--- src/rtl/haz_pkg.sv ---
// Shared types and default parameters for the ID-stage hazard unit.
package haz_pkg;
    localparam int XLEN     = 32;
    localparam int AW       = 5;
    localparam int NSTG     = 3;
    localparam int LOAD_RDY = 1;

    typedef struct packed {
        logic          v;
        logic [AW-1:0] rd;
        logic          ld;
    } sb_entry_t;
endpackage

--- src/rtl/haz_fwd_mux.sv ---
// Per-source forwarding search: youngest matching in-flight writer wins,
// with a flag when that writer is a load whose data is not yet valid.
module haz_fwd_mux #(
    parameter int XLEN     = haz_pkg::XLEN,
    parameter int AW       = haz_pkg::AW,
    parameter int NSTG     = haz_pkg::NSTG,
    parameter int LOAD_RDY = haz_pkg::LOAD_RDY
) (
    input  logic [AW-1:0]              src,
    input  logic                       use_src,
    input  logic [NSTG-1:0]            ent_v,
    input  logic [NSTG-1:0][AW-1:0]    ent_rd,
    input  logic [NSTG-1:0]            ent_ld,
    input  logic [NSTG-1:0][XLEN-1:0]  stg_wd,
    input  logic [XLEN-1:0]            rf_data,
    output logic [XLEN-1:0]            data,
    output logic                       not_ready
);
    import haz_pkg::*;

    logic found;

    always_comb begin
        data      = rf_data;
        not_ready = 1'b0;
        found     = 1'b0;
        // Ascending scan with a found latch gives lowest-index (youngest) priority.
        for (int k = 0; k < NSTG; k++) begin
            if (!found && use_src && (src != '0) && ent_v[k] && (ent_rd[k] == src)) begin
                found     = 1'b1;
                data      = stg_wd[k];
                not_ready = ent_ld[k] && (k < LOAD_RDY);
            end
        end
    end
endmodule

--- src/rtl/hazard_ctrl.sv ---
// ID-stage hazard unit: scoreboard of in-flight writes, forwarding, load-use
// stall and redirect flush. Optional perf counters under HAZ_PERF_CNT_EN.
module hazard_ctrl #(
    parameter int XLEN     = haz_pkg::XLEN,
    parameter int AW       = haz_pkg::AW,
    parameter int NSTG     = haz_pkg::NSTG,
    parameter int LOAD_RDY = haz_pkg::LOAD_RDY
) (
    input  logic                 clk,
    input  logic                 rst_n,
    input  logic                 id_valid,
    input  logic [AW-1:0]        id_rs1,
    input  logic [AW-1:0]        id_rs2,
    input  logic                 id_use_rs1,
    input  logic                 id_use_rs2,
    input  logic [AW-1:0]        id_rd,
    input  logic                 id_we,
    input  logic                 id_is_load,
    input  logic [XLEN-1:0]      id_rd1,
    input  logic [XLEN-1:0]      id_rd2,
    input  logic [NSTG*XLEN-1:0] stg_wd,
    input  logic                 redirect,
    output logic [XLEN-1:0]      final_rs1,
    output logic [XLEN-1:0]      final_rs2,
    output logic                 stall,
    output logic                 if_id_flush,
    output logic                 id_ex_flush
`ifdef HAZ_PERF_CNT_EN
    ,
    output logic [31:0]          stall_cnt,
    output logic [31:0]          flush_cnt
`endif
);
    import haz_pkg::*;

    logic [NSTG-1:0]           sb_v;
    logic [NSTG-1:0][AW-1:0]   sb_rd;
    logic [NSTG-1:0]           sb_ld;
    logic [NSTG-1:0][XLEN-1:0] wd;

    logic [1:0][AW-1:0]   src;
    logic [1:0]           use_src;
    logic [1:0][XLEN-1:0] rf_data;
    logic [1:0][XLEN-1:0] fwd;
    logic [1:0]           not_ready;

    logic load_use;
    logic ins;

    assign wd      = stg_wd;
    assign src     = {id_rs2, id_rs1};
    assign use_src = {id_use_rs2, id_use_rs1};
    assign rf_data = {id_rd2, id_rd1};

    for (genvar s = 0; s < 2; s++) begin : g_src
        haz_fwd_mux #(
            .XLEN(XLEN), .AW(AW), .NSTG(NSTG), .LOAD_RDY(LOAD_RDY)
        ) u_mux (
            .src       (src[s]),
            .use_src   (use_src[s]),
            .ent_v     (sb_v),
            .ent_rd    (sb_rd),
            .ent_ld    (sb_ld),
            .stg_wd    (wd),
            .rf_data   (rf_data[s]),
            .data      (fwd[s]),
            .not_ready (not_ready[s])
        );
    end

    assign final_rs1 = fwd[0];
    assign final_rs2 = fwd[1];

    // Redirect discards the ID instruction, so it overrides any load-use stall.
    assign load_use    = id_valid && (|not_ready);
    assign stall       = load_use && !redirect;
    assign if_id_flush = redirect;
    assign id_ex_flush = redirect || stall;

    assign ins = id_valid && id_we && (id_rd != '0) && !stall && !redirect;

    always_ff @(posedge clk or negedge rst_n) begin
        if (!rst_n) begin
            sb_v  <= '0;
            sb_rd <= '0;
            sb_ld <= '0;
        end else begin
            for (int k = NSTG-1; k > 0; k--) begin
                sb_v[k]  <= sb_v[k-1];
                sb_rd[k] <= sb_rd[k-1];
                sb_ld[k] <= sb_ld[k-1];
            end
            sb_v[0]  <= ins;
            sb_rd[0] <= ins ? id_rd : '0;
            sb_ld[0] <= ins && id_is_load;
        end
    end

`ifdef HAZ_PERF_CNT_EN
    always_ff @(posedge clk or negedge rst_n) begin
        if (!rst_n) begin
            stall_cnt <= '0;
            flush_cnt <= '0;
        end else begin
            if (stall && (stall_cnt != 32'hFFFF_FFFF))
                stall_cnt <= stall_cnt + 32'd1;
            if (redirect && (flush_cnt != 32'hFFFF_FFFF))
                flush_cnt <= flush_cnt + 32'd1;
        end
    end
`endif
endmodule

--- config.mk ---
export PLATFORM = sky130hd
export DESIGN_NAME = hazard_ctrl
export DESIGN_NICKNAME = d
export VERILOG_FILES = /design/src/rtl/haz_pkg.sv /design/src/rtl/haz_fwd_mux.sv /design/src/rtl/hazard_ctrl.sv
export SDC_FILE = /design/constraint.sdc
export NUM_CORES = 1
export LEC_CHECK = 0
export ABC_AREA = 1
export BUFFER_PORTS_ARGS = -buffer_cell sky130_fd_sc_hd__buf_2
export CAP_MARGIN = 10
export CORE_AREA = 3 3 112 114
export DETAILED_ROUTE_END_ITERATION = 6
export DIE_AREA = 0 0 115 117
export GPL_TIMING_DRIVEN = 0
export PLACE_DENSITY = 0.82
export SYNTH_ARGS = -nofsm -noshare
export SYNTH_HDL_FRONTEND = slang
export SYNTH_HIERARCHICAL = 1
export SYNTH_SLANG_ARGS = --single-unit
--- constraint.sdc ---
create_clock -name clk -period 2.7 [get_ports clk]
set_input_delay 0.27 -clock clk [delete_from_list [all_inputs] [get_ports clk]]
set_output_delay 0.27 -clock clk [all_outputs]
set_load 0.05 [all_outputs]
==> impl_metrics.json <==
{
  "synth_area_sq_um": 4610,
  "crit_chain": "inv_1 > nand2_1 > nand2_1 > nor2_1 > nand2_1 > nor2_4 > nand2_4 > buf_4 > nor2_2 > o21ai_0 > nor2_1 > clkbuf_4",
  "dp_hpwl_mm": 15.9,
  "antenna_found_initial": 5,
  "grt_max_degree": 20,
  "max_slew_margin_pct": 73.6,
  "path_buf_inv": 3,
  "die_height_microns": 117,
  "place_inst": 1215,
  "stdcell_count": 1231,
  "cts_buffers": 3,
  "tightestPinTransition_ns": 0.396,
  "cts_root_buf": "clkbuf_16",
  "gp_congestion": 1.01,
  "track_usage_pct": 27.3,
  "critPathSlowestCell": "dfrtp_1",
  "startpoint_type": "register",
  "synth_area_per_cell_sq_um": 5.60,
  "place_area_sq_um": 6030,
  "clockBufferDepth": 2,
  "vias_per_cell": 5.22,
  "switching_share_pct": 44.8,
  "final_area_sq_um": 6200,
  "numPortBuffers": 249,
  "vias": 6423,
  "synthCells": 823,
  "dp_slack_ns": 0.284,
  "critPathTopFamily": "simple AND/OR/NAND/NOR gates",
  "finalWorstSetupSlack_ns": 0.189,
  "path_max_fanout": 10,
  "drtIter0Drc": 692,
  "p_int_uw": 739,
  "period_needed_ns": 2.51,
  "max_freq_ghz": 0.398,
  "slowest_delay_ns": 0.44,
  "clock_latency_ns": 0.25,
  "crit_type": "register to output port",
  "start_util_pct": 40.0,
  "setup_viol": 0,
  "dieArea_sq_um": 13500,
  "cts_tree": "done",
  "drc": 0,
  "startpoint": "sb_rd[1]$_DFF_PN0_",
  "hp-start": "id_rd[4]",
  "critPathArrivalTime_ns": 2.24,
  "cap_viol_max_count": 0,
  "fin_crit_sh_pct": 93.0,
  "area_growth_pct": 34.6,
  "cts_num_sinks": 19,
  "ir_drop_uv": 234,
  "seqPwrFrac_pct": 22.7,
  "total_leakage_power_nw": 3.80,
  "die-width_microns": 115,
  "pin_count": 250,
  "drive_gt1_share_pct": 36.8,
  "cp_data_required_time_ns": 2.43,
  "clkTransAtPathRegs_ns": 0.05,
  "h-tree-depth": 1,
  "pwr-share-clk_pct": 21.9,
  "p_per_area_nw_per_um2": 216,
  "grt.overflow.total": 0,
  "fin_nets": 1269,
  "rows": 39,
  "power_frac_comb_pct": 55.4,
  "first_pass_iters": 5,
  "power_mw": 1.34,
  "critPathCaptureType": "output port",
  "hp-class": "input port to register",
  "maxSlewViolCount": 0,
  "fin_tns_setup_ns": 0,
  "worstReg2RegStart": "sb_rd[1]$_DFF_PN0_",
  "wl_mm": 19.5,
  "syn_nets": 1006,
  "grt_pass1_vias": 5927,
  "p_switching_uw": 601,
  "fin_skew_ns": 0.00184,
  "synth_warnings": 6,
  "core_area_sq_um": 11500,
  "avgRoutedWirePerCell_microns": 15.8,
  "outcome": "finished, final reports clean",
  "cp_common_cell": "nand2_1",
  "grt_pass1_wl_mm": 29.3,
  "timing_hold_violations_final": 0,
  "route.antenna.remaining_nets": 0
}
-- routing by layer --
metal	part of all wire (%)	vias to the layer above	global-route usage, %
met3	8.4	51	3.03
met2	48	356	47.7
met5	0.15	-	0
met4	3.4	4	11.9
met1	40	2855	34.1
li1	-	3157	-
-- power by group through the flow --
| stage | clock network (mW) | registers, mW | logic (mW) |
|---|---|---|---|
| floorplan | 0 | 0.305 | 0.453 |
| global placement | 0 | 0.307 | 0.721 |
| detailed placement | 0 | 0.308 | 0.728 |
| CTS | 0.303 | 0.303 | 0.732 |
| global route | 0.311 | 0.305 | 0.803 |
| finish | 0.293 | 0.304 | 0.743 |
-- path summary, 6_finish.rpt --
check	endpoint	slack, ns	cells past startpoint
worst max-delay path	stall	0.19	12
worst min register to register	sb_v[2]$_DFF_PN0_	0.44	0
worst max register to register	sb_rd[2]$_DFF_PN0_	0.85	12
max in group asynchronous	sb_rd[0]$_DFF_PN0_	1.92	2
worst min-delay path	sb_rd[4]$_DFF_PN0_	0.24	3
min in group asynchronous	sb_rd[3]$_DFF_PN0_	0.48	2
-- per-stage QoR --
| step | util, % | hold slack, ns |
|---|---|---|
| after floorplan | - | -0.0256 |
| after global placement | 52.4 | 0.213 |
| after detailed placement | 52.4 | 0.216 |
| after CTS | 53.2 | 0.236 |
| after global routing | 53.8 | 0.247 |
| final | 53.8 | 0.241 |
-- layout make-up --
| type | instances | area, sq um |
|---|---|---|
| well taps | 143 | 179 |
| inverters | 111 | 417 |
| clock buffers | 3 | 75.1 |
| multi-input cells | 638 | 3300 |
| flip-flops and latches | 19 | 477 |
| clock inverters | 1 | 5.00 |
| plain buffers | 55 | 423 |
| diodes | 3 | 7.51 |
| fillers | 1222 | 5320 |
| repair buffers | 258 | 1320 |
-- sequential cells by signal (all words and copies together), names as in the netlist --
| signal | cells |
|---|---|
| sb_rd | 15 |
| sb_v | 3 |
| sb_ld | 1 |
-- timing repair --
action | 4_1_cts | 5_1_grt
gates resized for setup | 0 | 5
endpoints found under the hold margin | 19 | 0
endpoints found under the setup margin | 0 | 22
hold buffers | 1 | 0
buffers inserted | 0 | 8
-- placed cells by master, fill, tap and decap left out, drive strengths merged --
master,n
nand2,317
buf,308
nand3,192
inv,111
nor2,44
nand4,39
nand3b,28
dfrtp,19
clkbuf,7
o21ai,5
or2,4
xor2,4
diode,3
nor3,3
nor3b,2
clkinv,1
dlygate4sd3,1
-- worst register-to-register path, stage by stage (launching register included) --
cell and delay, ns:
dfrtp_1 0.44, inv_1 0.06, nand2_1 0.08, nand2_1 0.06, nor2_1 0.08, nand2_1 0.09, nor2_4 0.21, nand2_4 0.12
buf_4 0.21, nor2_2 0.16, nor2_4 0.06, nand4_4 0.11, nor2_1 0.06
Power figures use the tool's default switching activity.
